==> src/rtl/ip_pkg.sv <==
// Shared IPv4 framing constants, FSM state type and ones'-complement add helper
// for the transmit framer and receive-side header checker.
package ip_pkg;

  localparam logic [7:0]  IP_VER_IHL   = 8'h45;
  localparam logic [15:0] IP_FLAGS_DF  = 16'h4000;
  localparam int          IP_HDR_BYTES = 20;

  typedef enum logic [1:0] {
    IDLE,
    CALC,
    HDR,
    PAY
  } ip_state_t;

  // 16-bit ones'-complement add with the end-around carry folded back in
  function automatic logic [15:0] ones_add(input logic [15:0] a, input logic [15:0] b);
    logic [16:0] s;
    s = {1'b0, a} + {1'b0, b};
    return s[15:0] + {15'd0, s[16]};
  endfunction

endpackage

==> src/rtl/ip_csum_acc.sv <==
// 16-bit ones'-complement accumulator: clear, then one add per add_en cycle.
// Shared between the transmit framer and the receive header checker.
module ip_csum_acc
  import ip_pkg::*;
(
  input  logic        clock,
  input  logic        sclr_n,
  input  logic        clear,
  input  logic        add_en,
  input  logic [15:0] word,
  output logic [15:0] sum
);

  always_ff @(posedge clock) begin
    if (!sclr_n || clear) begin
      sum <= '0;
    end else if (add_en) begin
      sum <= ones_add(sum, word);
    end
  end

endmodule

==> src/rtl/ip_header_tx.sv <==
// IPv4 transmit framer: builds a 20-byte header with checksum, then streams payload.
// Build option IP_HDR_ID_AUTO_EN: internal Identification counter replaces the ident port.
//
// state | meaning
// IDLE  | waiting for start; fields latched on an accepted request
// CALC  | 9 header words summed, 10th cycle stores the checksum
// HDR   | header bytes 0..19 presented, advancing on transfer
// PAY   | payload passed through combinationally until the last byte
module ip_header_tx
  import ip_pkg::*;
#(
  parameter logic [7:0] TTL         = 8'h40,
  parameter int         MAX_PAYLOAD = 1480
) (
  input  logic        clock,
  input  logic        sclr_n,
  input  logic        start,
  input  logic [15:0] payload_len,
  input  logic [15:0] ident,
  input  logic [7:0]  protocol,
  input  logic [31:0] src_ip,
  input  logic [31:0] dst_ip,
  output logic        busy,
  output logic        start_err,
  input  logic [7:0]  payload_in,
  input  logic        payload_valid,
  output logic        payload_ready,
  output logic [7:0]  dataout,
  output logic        dout_valid,
  input  logic        dout_ready,
  output logic        dout_sop,
  output logic        dout_eop
);

  localparam logic [15:0] MAX_LEN = 16'(MAX_PAYLOAD);
  localparam logic [4:0]  LAST_HDR = 5'(IP_HDR_BYTES - 1);

  ip_state_t   state;
  logic [3:0]  calc_cnt;
  logic [4:0]  hdr_idx;
  logic [15:0] pay_rem;
  logic [15:0] pay_len_q;
  logic [15:0] total_len_q;
  logic [15:0] ident_q;
  logic [7:0]  proto_q;
  logic [31:0] src_q;
  logic [31:0] dst_q;
  logic [15:0] csum_q;
  logic [15:0] csum_sum;
  logic [3:0]  wsel;
  logic [15:0] hdr_word;
  logic [7:0]  hdr_byte;
  logic        accept;
  logic        xfer;
`ifdef IP_HDR_ID_AUTO_EN
  logic [15:0] id_ctr;
`endif

  assign accept = (state == IDLE) && start && (payload_len <= MAX_LEN);
  assign xfer   = dout_valid && dout_ready;

  // CALC skips word 5 (the checksum slot), so calc index maps to header word index
  always_comb begin
    wsel = 4'd0;
    if (state == HDR) begin
      wsel = hdr_idx[4:1];
    end else if (calc_cnt < 4'd5) begin
      wsel = calc_cnt;
    end else begin
      wsel = calc_cnt + 4'd1;
    end
  end

  always_comb begin
    hdr_word = '0;
    case (wsel)
      4'd0:    hdr_word = {IP_VER_IHL, 8'h00};
      4'd1:    hdr_word = total_len_q;
      4'd2:    hdr_word = ident_q;
      4'd3:    hdr_word = IP_FLAGS_DF;
      4'd4:    hdr_word = {TTL, proto_q};
      4'd5:    hdr_word = csum_q;
      4'd6:    hdr_word = src_q[31:16];
      4'd7:    hdr_word = src_q[15:0];
      4'd8:    hdr_word = dst_q[31:16];
      default: hdr_word = dst_q[15:0];
    endcase
  end

  assign hdr_byte = hdr_idx[0] ? hdr_word[7:0] : hdr_word[15:8];

  ip_csum_acc u_csum (
    .clock  (clock),
    .sclr_n (sclr_n),
    .clear  (accept),
    .add_en ((state == CALC) && (calc_cnt != 4'd9)),
    .word   (hdr_word),
    .sum    (csum_sum)
  );

  always_ff @(posedge clock) begin
    if (!sclr_n) begin
      state     <= IDLE;
      busy      <= 1'b0;
      start_err <= 1'b0;
      calc_cnt  <= '0;
      hdr_idx   <= '0;
      pay_rem   <= '0;
      csum_q    <= '0;
`ifdef IP_HDR_ID_AUTO_EN
      id_ctr    <= '0;
`endif
    end else begin
      start_err <= 1'b0;
      case (state)
        IDLE: begin
          if (start) begin
            if (payload_len > MAX_LEN) begin
              start_err <= 1'b1;
            end else begin
              pay_len_q   <= payload_len;
              total_len_q <= payload_len + 16'(IP_HDR_BYTES);
              proto_q     <= protocol;
              src_q       <= src_ip;
              dst_q       <= dst_ip;
`ifdef IP_HDR_ID_AUTO_EN
              ident_q     <= id_ctr;
              id_ctr      <= id_ctr + 16'd1;
`else
              ident_q     <= ident;
`endif
              calc_cnt    <= '0;
              busy        <= 1'b1;
              state       <= CALC;
            end
          end
        end
        CALC: begin
          if (calc_cnt == 4'd9) begin
            csum_q  <= ~csum_sum;
            hdr_idx <= '0;
            state   <= HDR;
          end else begin
            calc_cnt <= calc_cnt + 4'd1;
          end
        end
        HDR: begin
          if (xfer) begin
            if (hdr_idx == LAST_HDR) begin
              if (pay_len_q == 16'd0) begin
                busy  <= 1'b0;
                state <= IDLE;
              end else begin
                pay_rem <= pay_len_q;
                state   <= PAY;
              end
            end else begin
              hdr_idx <= hdr_idx + 5'd1;
            end
          end
        end
        PAY: begin
          if (xfer) begin
            pay_rem <= pay_rem - 16'd1;
            if (pay_rem == 16'd1) begin
              busy  <= 1'b0;
              state <= IDLE;
            end
          end
        end
        default: state <= IDLE;
      endcase
    end
  end

  always_comb begin
    dataout       = '0;
    dout_valid    = 1'b0;
    dout_sop      = 1'b0;
    dout_eop      = 1'b0;
    payload_ready = 1'b0;
    case (state)
      HDR: begin
        dataout    = hdr_byte;
        dout_valid = 1'b1;
        dout_sop   = (hdr_idx == 5'd0);
        dout_eop   = (hdr_idx == LAST_HDR) && (pay_len_q == 16'd0);
      end
      PAY: begin
        dataout       = payload_in;
        dout_valid    = payload_valid;
        payload_ready = dout_ready;
        dout_eop      = (pay_rem == 16'd1);
      end
      default: ;
    endcase
  end

endmodule
==> config.mk <==
export PLATFORM = sky130hd
export DESIGN_NAME = ip_header_tx
export DESIGN_NICKNAME = d
export VERILOG_FILES = /design/src/rtl/ip_pkg.sv /design/src/rtl/ip_csum_acc.sv /design/src/rtl/ip_header_tx.sv
export SDC_FILE = /design/constraint.sdc
export NUM_CORES = 1
export LEC_CHECK = 0
export BUFFER_PORTS_ARGS = -buffer_cell sky130_fd_sc_hd__buf_2
export CORE_UTILIZATION = 50
export DETAILED_ROUTE_END_ITERATION = 8
export PLACE_DENSITY_LB_ADDON = 0.2
export SLEW_MARGIN = 20
export SYNTH_ARGS = -nofsm -noshare
export SYNTH_HDL_FRONTEND = slang
export SYNTH_SLANG_ARGS = --single-unit
==> constraint.sdc <==
create_clock -name clock -period 10.92 [get_ports clock]
set_clock_uncertainty 0.2 [all_clocks]
set_input_delay 1.638 -clock clock [delete_from_list [all_inputs] [get_ports clock]]
set_output_delay 1.638 -clock clock [all_outputs]
set_load 0.02 [all_outputs]
### After elaboration in Yosys (flattened, before gate mapping)

Index checks and enable logic that the tools add are counted.
W data, S select, Z words.

* flip-flop bits (word level): 181
* bits in latches: 0
* RAM bits: 0
* memory bits (read-only): 0
* bits of input ports: 117
* output and inout bits: 14
* logic and storage cells: 114
* memories kept: 0

* add/sub/neg operators: 6
* $mul: 0
* div/mod/pow operators: 0
* magnitude comparators: 3
* eq/ne operators: 26
* shift operators: 0
* muxes and demuxes: 40
* bitwise gates (word level): 2
* reduce and logical (&&, ||, !) cells: 23

Operators by type and width (number)
* $pmux W16 S9: 1
* $mux W16: 4
* $pmux W16 S2: 1
* $mux W4: 5
* $add A16 B16 Y17: 1
* $add A16 B1 Y16: 1
* $add A16 B5 Y16 const B: 1
* $eq A16 B1 Y1 const B: 1
* $eq A4 B3 Y1 const B: 4
* $gt A16 B11 Y1 const B: 1
* $le A16 B11 Y1 const B: 1
* $logic_not A16 Y1: 1
* $mux W2: 8
* $ne A2 B2 Y1 const B: 8
* $not A16 Y16: 1
* $pmux W8 S2: 1
* $sub A16 B1 Y16 const B: 1
* $mux W5: 3
* $reduce_and A4 Y1: 3
* $mux W1: 10
* $pmux W5 S2: 1
* $eq A4 B2 Y1 const B: 2
* $eq A4 B4 Y1 const B: 2
* $mux W8: 1
* other kinds (27): 37

### Depth between registers and ports, before layout

Gate-level depths: netlist of the first run.

* depth after elaboration: 7
* depth in mapped cells: 29
* mapped depth without buffers: 28

### By module

A second synthesis of the first run with hierarchy kept.

* cells, all modules: 890
* area, all modules: 9357.7 um^2

By module, submodules not included
* ip_header_tx: times used 1, cells each 700, area an instance 7778.7 um^2, seq. area each 4444.3 um^2
* ip_csum_acc: times used 1, cells each 190, area an instance 1579.0 um^2, seq. area each 320.3 um^2

### Least setup slack after synthesis of the first run

Ideal clock, no wire load.

* path type: in2reg
* from: input payload_len[2]
* to: register dst_q[0] (enable)
* library setup time: 0.597 ns
* data arrival time: 8.343 ns
* data required time: 10.123 ns
* setup slack: 1.781 ns
* cell stages on the path: 9
* buffers on the path: 0
* path through: inv_1 ha_1 or3b_1 a211o_1 a41o_1 a211oi_2 nand2_1 or3_1 nor2_1

* cells in the longest elaborated chain, start to end: 3

Ends and longest elaborated chain
* from (decl): line ip_header_tx.sv:18 `input logic [15:0] payload_len,`
* $gt A16 B11 Y1: line ip_header_tx.sv:118 `if (payload_len > MAX_LEN) begin`
* $not A1 Y1 (no line)
* $reduce_and A4 Y1 (no line)
* to (signal assigned): line ip_header_tx.sv:125 `dst_q <= dst_ip;`
* to (decl): line ip_header_tx.sv:47 `logic [31:0] dst_q;`

No other way between the ends.
A chain may end at the register's enable or synchronous reset.

### Final worst setup path of the first run

* from: register state[1]
* to: register u_csum.sum[9]

* cells in the longest elaborated chain, start to end: 6
* elaborated cells between the ends (all ways): 20
* classes of those cells: add/sub (2); eq/ne (10); mux (2); reduce/logical (6)

Ends and longest elaborated chain
* from (decl): line ip_header_tx.sv:38 `ip_state_t state;`
* from (signal assigned): line ip_header_tx.sv:103 `state <= IDLE;`
* from (signal assigned): line ip_header_tx.sv:134 `state <= CALC;`
* from (signal assigned): line ip_header_tx.sv:142 `state <= HDR;`
* $eq A2 B2 Y1: line ip_header_tx.sv:65 `if (state == HDR) begin`
* $mux W4: line ip_header_tx.sv:65
* $eq A4 B4 Y1, or another cell as far along: line ip_header_tx.sv:76 `case (wsel)`
* $pmux W16 S9: line ip_header_tx.sv:76
* $add A16 B16 Y17: line ip_pkg.sv:19 `s = {1'b0, a} + {1'b0, b};`
* $add A16 B1 Y16: line ip_pkg.sv:20 `return s[15:0] + {15'd0, s[16]};`
* to (signal assigned): line ip_csum_acc.sv:18 `sum <= ones_add(sum, word);`
* to (decl): line ip_csum_acc.sv:11 `output logic [15:0] sum`

Several ways; a longest one is shown, not always the timed one.

==> impl_metrics.tcl, run 1 <==
set metrics [dict create \
    start_kind "register" \
    yosysTopAreaCell "edfxtp_1" \
    ys_async_sr_fraction 0 \
    grt_max_degree 83 \
    required_ps 11010 \
    ant_nets 0 \
    synthXorXnorAreaFrac 0.0350 \
    tightest_slew_ps 1050 \
    clk_pin_slew_ps 80 \
    synth-seq-area-share 0.504 \
    initialDrtViolationCount 905 \
    maxSlewViolCount 0 \
    worstHoldPathCells 2 \
    cts.sinks 179 \
    rows 49 \
    cts_hold_buf 0 \
    clkLatencyLatePin_ps 440 \
    area_growth_pct 14.6 \
    drc 0 \
    syn_inst 937 \
    cts_buffers 17 \
    setup.worst_path.end_class "register" \
    hold_class "register to register" \
    wl_per_cell_um 19.9 \
    p_leak_nw 4.06 \
    clock.fmax_ghz 0.145 \
    hold_viol_final 0 \
    synthFlopType "edfxtp_1" \
    hold_end "pay_rem[8]" \
    synthAdderAreaFrac 0.0431 \
    ff2ff_path_depth 26 \
    antenna_found_initial 0 \
    worst_slack_ps 4040 \
    drtPass1Iterations 7 \
    cpPeakStageDelay_ps 850 \
    finalSetupViolCount 0 \
    synth_area_leaders "edfxtp_1, dfxtp_1, nor2_1" \
    synth_compound_area_frac 0.196 \
    tritoncts "built" \
    vias_per_cell 6.11 \
    reg2reg_from "state[1]" \
    synth_top_family_by_area "compound AO/OA/AOI/OAI gates" \
    drive_above_1_share 0.205 \
    slowest_stage "dfxtp_1" \
    num_vias 7876 \
    synth_top_area_share 0.374 \
    start_util 0.518 \
    r2r_end "u_csum.sum[9]" \
    synth_edf_count 118 \
    critPathArrivalTime_ps 6970 \
    core-area_mm2 0.0183 \
    dp_cells 1258 \
    die_h_um 140 \
    slew_headroom 0.296 \
    cts-root-buf "clkbuf_16" \
    yosysUniqueCellTypes 91 \
    grt_pass1_vias 7051 \
    cts.htree.levels 4 \
    worstPathMaxFanout 26 \
    totalWireLength_um 25600 \
    grtUsageTotal 0.264 \
    grt.overflow.total 0 \
    power_density_mw_per_mm2 147 \
    syn_area_mm2 0.00946 \
    synth_nets 1086 \
    finalCritPeriodShare 0.630 \
    hold_start "pay_rem[8]" \
    ys_ff_latch 179 \
    place_congestion 0.912 \
    yosysWarningCount 0 \
    drv_cap 0 \
    avgSynthCellArea_um2 10.1 \
    rsz0062_at_grt "no" \
    io_pins 131 \
    cts_resized 0 \
    ctsLongestPathBuffers 2 \
    synth.most_common_cell "nor2_1" \
    synth_mux_area_frac 0.0163 \
    regToRegSetupSlack_ps 4040 \
    outcome "complete, no violations" \
    synth_commonest_cells "nor2_1, edfxtp_1, a21oi_1" \
    min_period_ps 6880 \
    die_w_um 140 \
    antenna_cells 0 \
    nNetsFinal 1197 \
    critPathKind "register to register" \
    grt_pass1_wl_um 39000 \
    fp.dieArea_mm2 0.0195 \
    post_cts_buffers 0 \
    port-buffer-count 130 \
    crit_path_frequent_cell "nand2_1" \
    place_ws_ps 4220 \
    dp.final_hpwl_um 18800 \
    synth-simple-area-share 0.173 \
    finalNonFillerCells 1290 \
    tns_ps 0 \
    ir_drop_mv 0.112 \
]
==> placed cells by master (no fill, tap or decap), types with 7 or more instances in the layout <==
master	synthesis	routed
dfxtp_1	61	61
nand4_1	7	7
o21ai_0	50	50
o22ai_1	10	10
and2_1	8	8
nor3_1	17	17
nor2_1	128	127
o21ai_1	7	7
nand2_1	70	70
mux2i_1	12	12
xor2_1	15	15
a21o_1	9	9
and3_1	7	7
buf_2	5	130
nor4_1	8	8
or3_1	8	8
ha_1	31	31
o21a_1	8	8
inv_1	23	23
a31oi_1	8	8
xnor2_1	21	21
nand3_1	28	27
or2_2	9	9
a21oi_1	75	75
buf_4	5	7
edfxtp_1	118	118
a211oi_1	17	17
clkbuf_16	0	17
a22oi_1	15	15
==> flip-flops by register name (all words and copies together), names as in the netlist <==
register	cells
busy	1
total_len_q	14
calc_cnt	4
pay_rem	16
pay_len_q	16
ident_q	16
dst_q	32
start_err	1
hdr_idx	5
proto_q	8
src_q	32
csum_q	16
u_csum.sum	16
state	2
==> logic make-up after synthesis <==
kind of cell / after synthesis
multiplexers: 14
XOR/XNOR: 37
buffers and inverters: 69
adder cells (fa/ha/maj): 32
AO/OA/AOI/OAI: 274
flip-flops: 179
AND/OR/NAND/NOR: 332
==> how the worst max path moves through the flow <==
| stage | start | endpoint | slack, ps |
|---|---|---|---|
| CTS | state[1] | u_csum.sum[9] | 4200 |
| global route | state[1] | u_csum.sum[9] | 3460 |
| global placement | state[1] | u_csum.sum[9] | 4400 |
| detailed placement | state[1] | u_csum.sum[9] | 4220 |
| finish | state[1] | u_csum.sum[9] | 4040 |
| floorplan | payload_len[2] | dst_q[0] | 1780 |
==> report_power, final <==
part	internal (mW)	total [mW]	switching (mW)
Combinational	0.0828	0.230	0.147
Clock	0.331	0.630	0.299
Sequential	0.724	0.730	0.00555
Total	1.14	1.59	0.452
==> worst max-delay path, delay by kind of cell, from the launching register on <==
family / cells / cell delay, ps
simple gates: 11 / 2540
buf+inv: 1 / 60
fa+ha+maj: 3 / 830
flops: 1 / 850
compound gates: 11 / 2230
==> metrics by stage <==
stage          utilization  total power [mW]  area [um^2]  hold slack (ps)
6_report             0.593              1.59        10800              276
5_1_grt              0.593              1.64        10800              312
4_1_cts              0.593              1.59        10800              273
3_5_place_dp         0.560             0.968        10200              262
3_3_place_gp         0.560             0.968        10200              259
2_1_floorplan            -             0.896         9460              244
==> layout make-up <==
cell class | count | area [um^2]
fill | 1572 | 7430
sequential | 179 | 4760
multi-input combinational | 689 | 4400
clock inverter | 14 | 171
inverter | 24 | 90.1
clock buffer | 18 | 429
timing repair buffer | 137 | 703
tap | 229 | 287
==> layer usage <==
metal	share of wire	track usage
met1	0.46	0.395
met5	0	0
met4	0.016	0.0717
met2	0.44	0.395
met3	0.080	0.0440
(Power assumes the default switching activity.)
==> inputs of run 2 (changes only) <==
--- a/config.mk
+++ b/config.mk
@@ -5,6 +5,7 @@
 export SDC_FILE = /design/constraint.sdc
 export NUM_CORES = 1
 export LEC_CHECK = 0
+export ABC_AREA = 1
 export BUFFER_PORTS_ARGS = -buffer_cell sky130_fd_sc_hd__buf_2
 export CORE_UTILIZATION = 50
 export DETAILED_ROUTE_END_ITERATION = 8
==> constraint.sdc (replaced) <==
create_clock -name clock -period 7.11 [get_ports clock]
set_clock_uncertainty 0.2 [all_clocks]
set_input_delay 1.0665 -clock clock [delete_from_list [all_inputs] [get_ports clock]]
set_output_delay 1.0665 -clock clock [all_outputs]
set_load 0.02 [all_outputs]
==> impl_metrics.tcl, run 2 <==
set metrics [dict create \
    regToRegSetupSlack_ps 1210 \
    ant_nets 0 \
    die_h_um 142 \
    dp.final_hpwl_um 20000 \
    grtUsageTotal 0.274 \
    cpPeakStageDelay_ps 770 \
    post_cts_buffers 0 \
    clock.fmax_ghz 0.170 \
    clkLatencyLatePin_ps 440 \
    place_congestion 0.910 \
    worstPathMaxFanout 47 \
    reg2reg_from "state[1]" \
    ff2ff_path_depth 35 \
    drc 0 \
    cts.htree.levels 4 \
    synth_nets 1348 \
    p_leak_nw 5.04 \
    tns_ps 0 \
    initialDrtViolationCount 977 \
    grt.overflow.total 0 \
    rows 50 \
    critPathKind "register to register" \
    required_ps 7250 \
    yosysWarningCount 0 \
    synth-seq-area-share 0.486 \
    syn_inst 1199 \
    ctsLongestPathBuffers 2 \
    io_pins 131 \
    yosysUniqueCellTypes 46 \
    synth_area_leaders "edfxtp_1, dfxtp_1, nand2_1" \
    num_vias 8577 \
    layout_commonest_cell "nand2_1" \
    synthFlopType "edfxtp_1" \
    crit_path_end "u_csum.sum[12]" \
    clk_pin_slew_ps 70 \
    drtPass1Iterations 6 \
    maxSlewViolCount 0 \
    hold_start "pay_rem[5]" \
    drive_above_1_share 0.153 \
    totalWireLength_um 26700 \
    power_density_mw_per_mm2 195 \
    grt_pass1_vias 7762 \
    synth_top_area_share 0.361 \
    finalCritPeriodShare 0.829 \
    avgSynthCellArea_um2 8.18 \
    cts.sinks 179 \
    layout_common_cells "nand2_1, nand3_1, buf_2" \
    crit_cells 35 \
    antenna_found_initial 0 \
    vias_per_cell 5.39 \
    port-buffer-count 130 \
    slew_headroom 0.336 \
    hold_class "register to register" \
    wl_per_cell_um 16.8 \
    yosysTopAreaCell "edfxtp_1" \
    cts_resized 0 \
    cp_top_family "simple AND/OR/NAND/NOR gates" \
    synth.most_common_cell "nand2_1" \
    r2r_end "u_csum.sum[12]" \
    tritoncts "built" \
    synth_edf_count 118 \
    core-area_mm2 0.0190 \
    reg_top3 "dst_q: 32 flops, src_q: 32 flops" \
    hold_viol_final 0 \
    fp.dieArea_mm2 0.0202 \
    cp-startpoint "state[1]" \
    slowest_stage "nor2_4" \
    nNetsFinal 1467 \
    cts-root-buf "clkbuf_16" \
    drv_cap 0 \
    finalSetupViolCount 0 \
    grt_max_degree 59 \
    cts_hold_buf 0 \
    synth_commonest_cells "nand2_1, nand3_1, inv_1" \
    rsz0062_at_grt "no" \
    area_growth_pct 14.6 \
    ys_ff_latch 179 \
    min_period_ps 5900 \
    antenna_cells 0 \
    crit_path_frequent_cell "nand3_1" \
    post-route-util 0.593 \
    outcome "complete, no violations" \
    critPathArrivalTime_ps 6040 \
    fill_cells 1721 \
    ys_async_sr_fraction 0 \
    grt_pass1_wl_um 41800 \
    setup.worst_path.end_class "register" \
    syn_area_mm2 0.00980 \
    start_util 0.517 \
    critical_path_buf_inv_count 8 \
    cts_buffers 17 \
    ir_drop_mv 0.181 \
    die_w_um 142 \
    start_kind "register" \
    tightest_slew_ps 993 \
]
==> run 2: cell types whose count changed after synthesis, sizes merged, moves of 10 or more <==
cell	before	now
clkbuf	31	16
mux2i	12	0
inv	24	133
xnor2	22	10
a21oi	77	64
nand3	28	150
a22oi	15	1
a211oi	21	6
nand2	71	290
a21o	10	0
==> run 2: worst register-to-register path, delay by kind of cell (launching register included) <==
| family | cells | cell delay (ps) |
|---|---|---|
| and+or+nand+nor | 20 | 2870 |
| DFF | 1 | 440 |
| buffers and inverters | 8 | 750 |
| adders and majority gates | 4 | 1100 |
| AOI/OAI and AO/OA | 3 | 430 |
==> run 2: metrics by stage <==
stage	instance area (um^2)	hold WS [ps]	worst slack (ps)	total power [mW]	instances
floorplan	9810	229	1510	1.20	1199
CTS	11200	277	1290	2.20	1591
global placement	10600	254	1550	1.26	1559
detailed placement	10600	265	1280	1.26	1559
global route	11200	309	695	2.25	1591
finish	11200	271	1210	2.19	1591
==> run 2: final cells by class <==
cell class / count / area, um^2 / area share
clock inverter: 15 / 176 / 0.0157
multi-input combinational: 851 / 4350 / 0.387
sequential: 179 / 4760 / 0.424
clock buffer: 17 / 425 / 0.0379
timing repair buffer: 136 / 696 / 0.0619
tap: 260 / 325 / 0.0290
inverter: 133 / 499 / 0.0444
==> run 2: cell families (layout without fill, tap and decap cells) <==
family,count (synthesis),after routing,synth area share
AND/OR/NAND/NOR,626,626,0.281
AO/OA/AOI/OAI,163,163,0.0919
flip-flops,179,179,0.486
XOR/XNOR,30,30,0.0276
adder cells (fa/ha/maj),32,32,0.0416
buffers and inverters,169,301,0.0715
==> run 2: where the power goes <==
group | internal [mW] | switching (mW)
Combinational | 0.0478 | 0.0755
Clock | 0.475 | 0.474
Sequential | 1.11 | 0.00605
Total | 1.64 | 0.556
==> run 2: how the worst min path moves through the flow <==
stage / slack, ps / to / cells after the start
6_report: 270 / pay_rem[5] / 2
4_1_cts: 280 / csum_q[3] / 1
2_1_floorplan: 230 / csum_q[8] / 1
3_5_place_dp: 260 / pay_rem[5] / 2
5_1_grt: 310 / csum_q[1] / 1
3_3_place_gp: 250 / pay_rem[5] / 2
==> run 2: per-layer routing <==
layer	global-route usage	vias up	share of wire
met4	0.110	0	0.030
met1	0.394	3943	0.46
met2	0.416	335	0.45
li1	-	4246	-
met5	0	-	0
met3	0.0373	53	0.062
